`src/rtl/mem_lsu.sv`:
```
// Load/store unit: turns byte/half/word core accesses into aligned word accesses,
// using read-modify-write for sub-word stores and lane extraction for loads.
module mem_lsu #(
    parameter int ADDR_W = 32
) (
    input  logic              clk,
    input  logic              rst_n,
    input  logic              req_valid,
    output logic              req_ready,
    input  logic              req_write,
    input  logic [1:0]        req_size,
    input  logic              req_signed,
    input  logic [ADDR_W-1:0] req_addr,
    input  logic [31:0]       req_wdata,
    output logic              resp_valid,
    output logic              resp_err,
    output logic [31:0]       resp_rdata,
    output logic [ADDR_W-1:0] mem_addr,
    output logic              mem_write_en,
    output logic [31:0]       mem_wdata,
    input  logic [31:0]       mem_rdata
);
    localparam logic [2:0] S_IDLE   = 3'd0;
    localparam logic [2:0] S_LOAD   = 3'd1;
    localparam logic [2:0] S_RMW_RD = 3'd2;
    localparam logic [2:0] S_STORE  = 3'd3;
    localparam logic [2:0] S_RESP   = 3'd4;
    localparam logic [2:0] S_ERR    = 3'd5;

    logic [2:0]        state_q, state_d;
    logic [ADDR_W-1:0] addr_q;
    logic [1:0]        size_q;
    logic              signed_q;
    logic [31:0]       wdata_q;
    logic [31:0]       base_q, base_d;
    logic [31:0]       rdata_q, rdata_d;

    logic              accept;
    logic              misaligned;
    logic [7:0]        byte_lane;
    logic [15:0]       half_lane;
    logic [31:0]       load_ext;
    logic [31:0]       merged;

    assign accept     = req_valid && (state_q == S_IDLE);
    assign misaligned = (req_size == 2'b11)
                     || (req_size == 2'b01 && req_addr[0])
                     || (req_size == 2'b10 && req_addr[1:0] != 2'b00);

    assign byte_lane = mem_rdata[{addr_q[1:0], 3'b000} +: 8];
    assign half_lane = mem_rdata[{addr_q[1], 4'b0000} +: 16];

    always_comb begin
        case (size_q)
            2'b00:   load_ext = {{24{signed_q & byte_lane[7]}}, byte_lane};
            2'b01:   load_ext = {{16{signed_q & half_lane[15]}}, half_lane};
            default: load_ext = mem_rdata;
        endcase
    end

    // Sub-word stores overwrite only the addressed lane of the word read in RMW_RD.
    always_comb begin
        merged = base_q;
        case (size_q)
            2'b00:   merged[{addr_q[1:0], 3'b000} +: 8] = wdata_q[7:0];
            2'b01:   merged[{addr_q[1], 4'b0000} +: 16] = wdata_q[15:0];
            default: merged = wdata_q;
        endcase
    end

    always_comb begin
        state_d = state_q;
        base_d  = base_q;
        rdata_d = rdata_q;
        case (state_q)
            S_IDLE: begin
                if (accept) begin
                    if (misaligned) begin
                        state_d = S_ERR;
                        rdata_d = 32'd0;
                    end else if (!req_write) begin
                        state_d = S_LOAD;
                    end else if (req_size == 2'b10) begin
                        state_d = S_STORE;
                    end else begin
                        state_d = S_RMW_RD;
                    end
                end
            end
            S_LOAD: begin
                rdata_d = load_ext;
                state_d = S_RESP;
            end
            S_RMW_RD: begin
                base_d  = mem_rdata;
                state_d = S_STORE;
            end
            S_STORE: begin
                rdata_d = 32'd0;
                state_d = S_RESP;
            end
            S_RESP:  state_d = S_IDLE;
            S_ERR:   state_d = S_IDLE;
            default: state_d = S_IDLE;
        endcase
    end

    always_ff @(posedge clk or negedge rst_n) begin
        if (!rst_n) begin
            state_q  <= S_IDLE;
            addr_q   <= '0;
            size_q   <= 2'b00;
            signed_q <= 1'b0;
            wdata_q  <= 32'd0;
            base_q   <= 32'd0;
            rdata_q  <= 32'd0;
        end else begin
            state_q <= state_d;
            base_q  <= base_d;
            rdata_q <= rdata_d;
            if (accept) begin
                addr_q   <= req_addr;
                size_q   <= req_size;
                signed_q <= req_signed;
                wdata_q  <= req_wdata;
            end
        end
    end

    logic mem_active;
    assign mem_active = (state_q == S_LOAD) || (state_q == S_RMW_RD) || (state_q == S_STORE);

    assign req_ready    = (state_q == S_IDLE);
    assign resp_valid   = (state_q == S_RESP) || (state_q == S_ERR);
    assign resp_err     = (state_q == S_ERR);
    assign resp_rdata   = rdata_q;
    assign mem_addr     = mem_active ? {addr_q[ADDR_W-1:2], 2'b00} : '0;
    assign mem_write_en = (state_q == S_STORE);
    assign mem_wdata    = (state_q == S_STORE) ? merged : 32'd0;
endmodule
```
`config.mk`:
```
export PLATFORM = sky130hd
export DESIGN_NAME = mem_lsu
export DESIGN_NICKNAME = d
export VERILOG_FILES = /design/src/rtl/mem_lsu.sv
export SDC_FILE = /design/constraint.sdc
export NUM_CORES = 1
export LEC_CHECK = 0
export CORE_MARGIN = 5
export CORE_UTILIZATION = 48
export CTS_BUF_LIST = sky130_fd_sc_hd__clkbuf_4 sky130_fd_sc_hd__clkbuf_8 sky130_fd_sc_hd__clkbuf_16
export DETAILED_ROUTE_END_ITERATION = 10
export GPL_TIMING_DRIVEN = 0
export PLACE_DENSITY = 0.91
export SYNTH_ARGS = -nofsm -noshare
export SYNTH_HDL_FRONTEND = slang
export SYNTH_SLANG_ARGS = --single-unit
```
`constraint.sdc`:
```
create_clock -name clk -period 4 [get_ports clk]
set_input_delay 0.8 -clock clk [delete_from_list [all_inputs] [get_ports clk]]
set_output_delay 0.8 -clock clk [all_outputs]
set_load 0.05 [all_outputs]
```
* Yosys cells after proc, flatten, opt, wreduce, memory -nomap -nowiden
Index checks and enable logic that the tools add are counted.
** Storage, ports and cells
- Register bits after elaboration :: 134
- Memory bits (writable) :: 0
- ROM bits :: 0
- Memories :: 0
- Bits of input ports :: 103
- Latch bits :: 0
** Cells by class
- Div/mod/pow operators :: 0
- Multipliers :: 0
- Reductions and logical operators :: 14
- Shift operators :: 6
- Bitwise gates (word level) :: 2
- Magnitude comparators :: 0
- Muxes and demuxes :: 14
- Add/sub/neg operators :: 2
- Equality and inequality tests :: 11
** Operator list (number)
- $mux 32 :: 4
- $pmux 32 s2 :: 2
- $pmux 32 s3 :: 1
- $bwmux 32 :: 2
- $shift 16x7->32 const A :: 1
- $shift 8x7->32 const A :: 1
- $shiftx 16x7->32 :: 1
- $shiftx 32x6->16 :: 1
- $shiftx 32x6->8 :: 1
- $shiftx 8x7->32 :: 1
- $neg 5->7 :: 2
- $pmux 3 s3 :: 1
- $eq 3x2->1 const B :: 2
- $eq 3x3->1 const B :: 2
- $mux 3 :: 2
- $logic_or 1x1->1 :: 5
- $eq 2x1->1 const B :: 2
- $eq 2x2->1 const B :: 2
- $ne 2x1->1 const B :: 2
- $eq 3x1->1 const B :: 1
- $logic_and 1x1->1 :: 3
- $logic_not 3->1 :: 1
- $reduce_and 3->1 :: 1
- $reduce_bool 3->1 :: 1
- 6 further kinds :: 7

* Logic depth before layout (Yosys ltp)
Gate-level depths: netlist of run 1.
- Depth in word-level cells :: 7
- Depth in mapped cells :: 10

* Worst setup path after synthesis of run 1
Ideal clock, no wire load.
- Path type :: flip-flop to output port
- Start :: register addr_q[1]
- End :: output port mem_wdata[6]
- Arrival time :: 3.330 ns
- Slack :: -0.130 ns
- Stages on the path, launching flop included :: 9
- Required time :: 3.200 ns
- Buffers on the path :: 3
- Path through :: dfrtp_1 buf_4 buf_2 inv_1 clkbuf_1 ha_1 nor3_1 o21ai_0 a211oi_1
** On the way
- Word-level cells in the longest chain between the ends :: 5
- Elaborated cells between the ends (all ways) :: 10
- Those cells by class :: add/sub (2); shift (4); mux (4)
** RTL lines
- start, declared :: line 31 : logic [ADDR_W-1:0] addr_q;
- start signal, assigned :: line 122 : addr_q <= req_addr;
- $neg 5->7 (on tied branches) :: line 66, 65
- $shiftx 16x7->32 (tied with other cells) :: line 66 : 2'b01: merged[{addr_q[1], 4'b0000} +: 16] = wdata_q[15:0];
- $bwmux 32 (on tied branches) :: line 66, 65
- $pmux 32 s2 (*) :: line 64 : case (size_q)
- $mux 32 (*) :: line 139 : assign mem_wdata = (state_q == S_STORE) ? merged : 32'd0;
- end, declared :: line 20 : output logic [31:0] mem_wdata,
Mark *: on every way between the ends. The rest lies on a longest branch, timed or not.

* Worst setup path in the final report of run 1
Same ends and word-level chain as after synthesis.

==> results of run 1 <==
report_power, final:
| part | switching, W | internal (W) | total [W] |
|---|---|---|---|
| sequential | 0.000585 | 0.00201 | 0.00259 |
| clock | 0.000588 | 0.00105 | 0.00163 |
| combinational | 0.00261 | 0.00188 | 0.00449 |
worst max-delay path, delay by kind of cell, from the launching register on:
kind / cells / cell delay [ns]
compound gates: 2 / 0.49
fa+ha+maj: 1 / 0.37
buf+inv: 3 / 0.94
simple gates: 1 / 0.48
flops: 1 / 0.38
logic make-up after synthesis:
kind of cell               share of synthesized area
AOI/OAI and AO/OA                             0.1904
DFF                                           0.4786
and+or+nand+nor                              0.09375
muxes                                         0.1786
buffers and inverters                        0.04929
adders and majority gates                   0.008929
other                                      0.0005352
timing repair:
item	CTS	global route
endpoints found under the setup margin	32	2
hold buffers	0	0
buffers inserted	2	0
pin swaps	1	0
resized for setup	97	1
metal layers:
layer	global-route usage	wire, um	vias up
li1	-	-	2757
met5	0	0	-
met1	0.3531	8970	3077
met4	0.1065	770	0
met3	0.06951	2122	73
met2	0.4233	11140	374
Yosys cell counts (all sizes together), types with 2 or more instances:
cell type	number	area (um^2)
and4	2	17.52
or3b	2	17.52
mux2	96	1081
a211o	8	70.07
buf	26	153.9
nand2	23	86.33
and2	32	200.2
nor2b	20	125.1
nor3	13	65.06
mux2i	17	170.2
a32o	9	90.09
o22ai	25	156.4
inv	24	90.09
or2	3	18.77
o21ai	13	65.06
clkbuf	26	97.59
nand2b	2	12.51
a22oi	8	60.06
a21oi	19	95.09
nor2	23	86.33
o21a	7	52.55
dfrtp	134	3353
ha	5	62.56
a22o	9	78.83
a211oi	2	15.01
a221oi	22	192.7
a221o	32	332.8
o2bb2ai	7	61.31
cell type report:
type,instances,share of cell area
clock inverters,9,0.01246
well taps,184,0.02317
inverters,25,0.009820
plain buffers,49,0.02405
clock buffers,23,0.04923
flip-flops and latches,134,0.3374
repair buffers,203,0.2085
multi-input cells,410,0.3354
state kept, by name, summed over array words and instances (netlist names):
register	flops
addr_q	32
wdata_q	32
signed_q	1
resp_rdata	32
state_q	3
base_q	32
size_q	2
worst max path at each step:
stage / depth (start not counted) / from / slack, ns / end
after floorplan: 8 / addr_q[1] / 0.02 / mem_wdata[30]
after global placement: 1 / rst_n / -3.13 / addr_q[22]
after detailed placement: 9 / addr_q[1] / -0.64 / mem_wdata[6]
after CTS: 9 / addr_q[1] / 0.15 / mem_wdata[9]
after global routing: 9 / addr_q[1] / 0.0003 / mem_wdata[18]
final: 7 / addr_q[1] / 0.11 / mem_wdata[6]
metrics by stage:
step                instance area, um^2    util  std cells  setup slack (ns)  TNS, ns
finish                             9938  0.6890       1037            0.1096        0
global placement                   9248  0.6411       1005            -3.128  -429.50
global route                       9938  0.6890       1037         0.0002773        0
floorplan                          7015       -        621           0.02200        0
CTS                                9940  0.6891       1038            0.1527        0
detailed placement                 9276  0.6431       1006           -0.6358   -12.40
==> results.json, run 1 <==
{
  "outcome": "finished, final reports clean",
  "finalPower_w": 0.008709,
  "rr_startpoint": "state_q[1]",
  "fp.dieH_um": 130.8,
  "grt_pass1_wl_um": 34620,
  "die_area_mm2": 0.01711,
  "wl_per_cell_um": 22.18,
  "peakVddDrop_v": 0.0005424,
  "cts-root-buf": "clkbuf_16",
  "power_leakage_nw": 4.193,
  "clockBufferDepth": 2,
  "regToRegSetupSlack_ns": 1.72,
  "antenna_found_initial": 0,
  "ys_seq_area_frac": 0.4786,
  "timing.hold.ws_ns": 0.3775,
  "nets": 948,
  "clock.fmax_mhz": 257.0,
  "wl_um": 23000,
  "ios": 203,
  "hold_path.class": "primary input to asynchronous set/reset pin",
  "relSlewSlack": 0.4163,
  "skew_ns": 0.004985,
  "io_buffer_count": 200,
  "cts_buffers": 17,
  "cp.arrival_ns": 3.09,
  "dp_hpwl_um": 16930,
  "drtPass1Iterations": 7,
  "dr_total_vias": 6281,
  "grt_pass1_vias": 6217,
  "tightestPinTransition_ns": 0.8715,
  "grt-ovfl-total": 0,
  "drc": 0,
  "synth_cell_types": 46,
  "vias_per_cell": 6.057,
  "layout_common_cells": "clkdlybuf4s50_1 (167), dfrtp_1 (134), mux2_2 (96)",
  "rsz0062_at_grt": "false",
  "hold_violations": 0,
  "ys_warn_count": 0,
  "grt_usage": 0.2677,
  "max-cap-violations": 0,
  "globalplace.congestion": 0.9469,
  "cp-end-kind": "output pin",
  "cts_sinks": 134,
  "layout_commonest_cell": "clkdlybuf4s50_1",
  "fp-row-count": 44,
  "initial_utilization": 0.4858,
  "finalCritPeriodShare": 0.9726,
  "crit_chain": "buf_4, clkinvlp_4, ha_1, nor3_2, o21ai_0, a211oi_2, clkdlybuf4s15_2",
  "cp.required_ns": 3.20,
  "cts_tree": "yes",
  "die_x_um": 130.8,
  "cp_max_fo": 19,
  "p_per_area_mw_per_mm2": 876.3,
  "syn_area_per_cell_um2": 11.30,
  "diodes": 0,
  "max_stage_delay_ns": 0.48,
  "fill_cells": 1031,
  "grt_max_degree": 75,
  "fp.coreArea_mm2": 0.01442,
  "ys_ff_latch": 134,
  "reg2regPathDepth": 7,
  "seq_area_mm2": 0.003353,
  "synth.cell_area_mm2": 0.007007,
  "drive_above_1_share": 0.2345,
  "period_minus_slack_ns": 3.890,
  "syn_inst": 620,
  "async_reset_ff_frac": 1.000,
  "drtIter0Drc": 627,
  "syn2layout_area_growth_pct": 41.84,
  "finalSetupViolCount": 0,
  "cts.clk_slew.worst_paths_ns": 0.06,
  "r2r-end": "wdata_q[7]",
  "criticalPathCategory": "flip-flop to output pin",
  "multi_input_area_mm2": 0.003333,
  "synth_edf_count": 0,
  "slowest_stage": "nor3_2",
  "startpoint_type": "flip-flop",
  "clk_latency_ns": 0.43,
  "drtAntennaViolNets": 0,
  "maxSlewViolCount": 0,
  "synth_ff_type": "dfrtp_1",
  "htreeDepth": 4
}
Power figures use the tool's default switching activity.
==> inputs of run 2 (changes only) <==
--- a/config.mk
+++ b/config.mk
@@ -11,6 +11,7 @@
 export DETAILED_ROUTE_END_ITERATION = 10
 export GPL_TIMING_DRIVEN = 0
 export PLACE_DENSITY = 0.91
+export REMOVE_ABC_BUFFERS = 1
 export SYNTH_ARGS = -nofsm -noshare
 export SYNTH_HDL_FRONTEND = slang
 export SYNTH_SLANG_ARGS = --single-unit
==> run 2 against run 1 <==
Net effect: hold slack lost 0.11 ns; count of clock-buffer cells in the layout shrank 2; via count fell by 5.0%; sequential power rose by 7%; combinational power is 6.7% lower; clock skew rose by 0.0036 ns; clock power is 6% lower.
==> results.json, run 2 (same netlist as run 1, synthesis figures left out) <==
{
  "outcome": "finished, final reports clean",
  "io_buffer_count": 200,
  "finalCritPeriodShare": 0.9765,
  "fin_tns_setup_ns": 0,
  "htreeDepth": 4,
  "max-cap-violations": 0,
  "syn2layout_area_growth_pct": 38.52,
  "dpl-instance-area_mm2": 0.009092,
  "peakVddDrop_v": 0.0008500,
  "relSlewSlack": 0.2480,
  "die_x_um": 130.8,
  "cp_max_fo": 21,
  "p_per_area_mw_per_mm2": 874.3,
  "hold_path.class": "primary input to asynchronous set/reset pin",
  "globalplace.congestion": 0.8610,
  "cts.clk_slew.worst_paths_ns": 0.06,
  "ios": 203,
  "dr_total_vias": 5969,
  "fp.coreArea_mm2": 0.01442,
  "p_seq_frac": 0.325,
  "drtPass1Iterations": 7,
  "use_met3": 0.09878,
  "rsz0062_at_grt": "false",
  "cts_buffers": 17,
  "vias_per_cell": 6.023,
  "cp.arrival_ns": 3.11,
  "startpoint_type": "flip-flop",
  "drive_above_1_share": 0.2218,
  "utilization": 0.6729,
  "grt_max_degree": 97,
  "fp.dieH_um": 130.8,
  "power_switching_w": 0.003687,
  "max_stage_delay_ns": 0.64,
  "criticalPathCategory": "flip-flop to output pin",
  "cts_sinks": 134,
  "diodes": 0,
  "clk_latency_ns": 0.43,
  "dp_hpwl_um": 14880,
  "drtIter0Drc": 679,
  "crit_chain": "clkinvlp_4, ha_1, nor2_1, and4_1, a21oi_1, o22ai_1, clkdlybuf4s15_1",
  "drtAntennaViolNets": 0,
  "grt_usage": 0.2548,
  "grt_util_met1": 0.3187,
  "cp.required_ns": 3.20,
  "clockBufferDepth": 2,
  "p_comb_frac": 0.494,
  "use_met2": 0.4002,
  "grt_pass1_wl_um": 33310,
  "skew_ns": 0.008632,
  "p_sw_frac": 0.4345,
  "cell_internal_pwr_w": 0.004799,
  "stdcell_area_mm2": 0.009706,
  "initial_utilization": 0.4858,
  "fp-row-count": 44,
  "pwr-share-clk": 0.181,
  "busiest_layer": "met2",
  "cp-end-kind": "output pin",
  "period_minus_slack_ns": 3.906,
  "die_area_mm2": 0.01711,
  "wl_per_cell_um": 21.69,
  "antenna_found_initial": 0,
  "finalSetupViolCount": 0,
  "drc": 0,
  "grt_pass1_vias": 5946,
  "tightestPinTransition_ns": 1.124,
  "nets": 904,
  "wl_um": 21500,
  "layout_common_cells": "clkdlybuf4s50_1 (167), dfrtp_1 (131), mux2_2 (96)",
  "layout_commonest_cell": "clkdlybuf4s50_1",
  "hold_violations": 0,
  "maxSlewViolCount": 0,
  "cts-root-buf": "clkbuf_16",
  "slowest_stage": "dfrtp_4",
  "power_leakage_nw": 4.104,
  "grt-ovfl-total": 0,
  "cts_tree": "yes",
  "clock.fmax_mhz": 256.0,
  "fill_cells": 1053
}
## run 2: cell count changes in the layout (fill, tap and decap cells not counted), moves of 2 or more
cell | before | now
dfrtp_1 | 134 | 131
clkinvlp_4 | 1 | 3
clkdlybuf4s15_2 | 26 | 9
buf_2 | 17 | 0
dlygate4sd2_1 | 4 | 13
buf_16 | 1 | 3
clkbuf_2 | 0 | 8
buf_6 | 4 | 2
nor2_2 | 0 | 3
dfrtp_2 | 0 | 2
nor2_1 | 23 | 20
clkbuf_1 | 25 | 0
## run 2: power groups by stage
| stage | clock [W] | combinational, W | sequential, W |
|---|---|---|---|
| 2_1_floorplan | 0 | 0.00255 | 0.00289 |
| 3_5_place_dp | 0 | 0.00406 | 0.00277 |
| 5_1_grt | 0.00162 | 0.00449 | 0.00283 |
| 6_report | 0.00154 | 0.00419 | 0.00276 |
| 3_3_place_gp | 0 | 0.00397 | 0.00272 |
| 4_1_cts | 0.00156 | 0.00419 | 0.00273 |
## run 2: stage by stage
| stage | total power, W | hold WS (ns) | std cells | setup slack (ns) |
|---|---|---|---|---|
| after floorplan | 0.005435 | 0.4723 | 569 | -0.6819 |
| after CTS | 0.008476 | 0.2750 | 990 | 0.09473 |
| after global routing | 0.008934 | 0.2996 | 991 | 0.001347 |
| after detailed placement | 0.006828 | 0.4765 | 957 | -0.8572 |
| final | 0.008486 | 0.2723 | 991 | 0.09394 |
| after global placement | 0.006688 | 0.4701 | 953 | -3.139 |
## run 2: worst max-delay path, delay by kind of cell (launching register included)
family / cells / cell delay [ns]
fa+ha+maj: 1 / 0.26
flops: 1 / 0.64
buf+inv: 2 / 0.79
compound gates: 2 / 0.36
simple gates: 2 / 0.62
## run 2: cell type report
type / instances / area (um^2) / share of cell area
inverter: 25 / 97.59 / 0.01006
clock inverter: 9 / 103.9 / 0.01070
clock buffer: 21 / 467.9 / 0.04821
timing repair buffer: 208 / 2082 / 0.2145
tap: 184 / 230.2 / 0.02372
sequential: 134 / 3359 / 0.3461
multi-input combinational: 410 / 3364 / 0.3467
## run 2: metal layers
metal | part of all wire | routed length, um | vias up
met2 | 0.47 | 10080 | 336
met5 | 0 | 0 | -
met1 | 0.38 | 8227 | 2907
met4 | 0.032 | 692 | 0
li1 | - | - | 2670
met3 | 0.12 | 2496 | 56
## run 2: timing repair
| item | CTS | global route |
|---|---|---|
| buffers inserted | 3 | 1 |
| setup endpoints to repair | 32 | 13 |
| gates resized for setup | 69 | 18 |
| hold buffers | 0 | 0 |
| endpoints found under the hold margin | 0 | 0 |
## run 2: final timing paths
kind                               start             end  slack [ns]  depth (start not counted)
max in group asynchronous          rst_n       addr_q[1]        2.90                          2
min                                rst_n  resp_rdata[21]        0.27                          1
max                            addr_q[1]   mem_wdata[11]        0.09                          7
min reg2reg                resp_rdata[7]   resp_rdata[7]        0.49                          1
min in group clk           resp_rdata[7]   resp_rdata[7]        0.49                          1
max reg2reg                    size_q[1]  resp_rdata[22]        1.24                          3
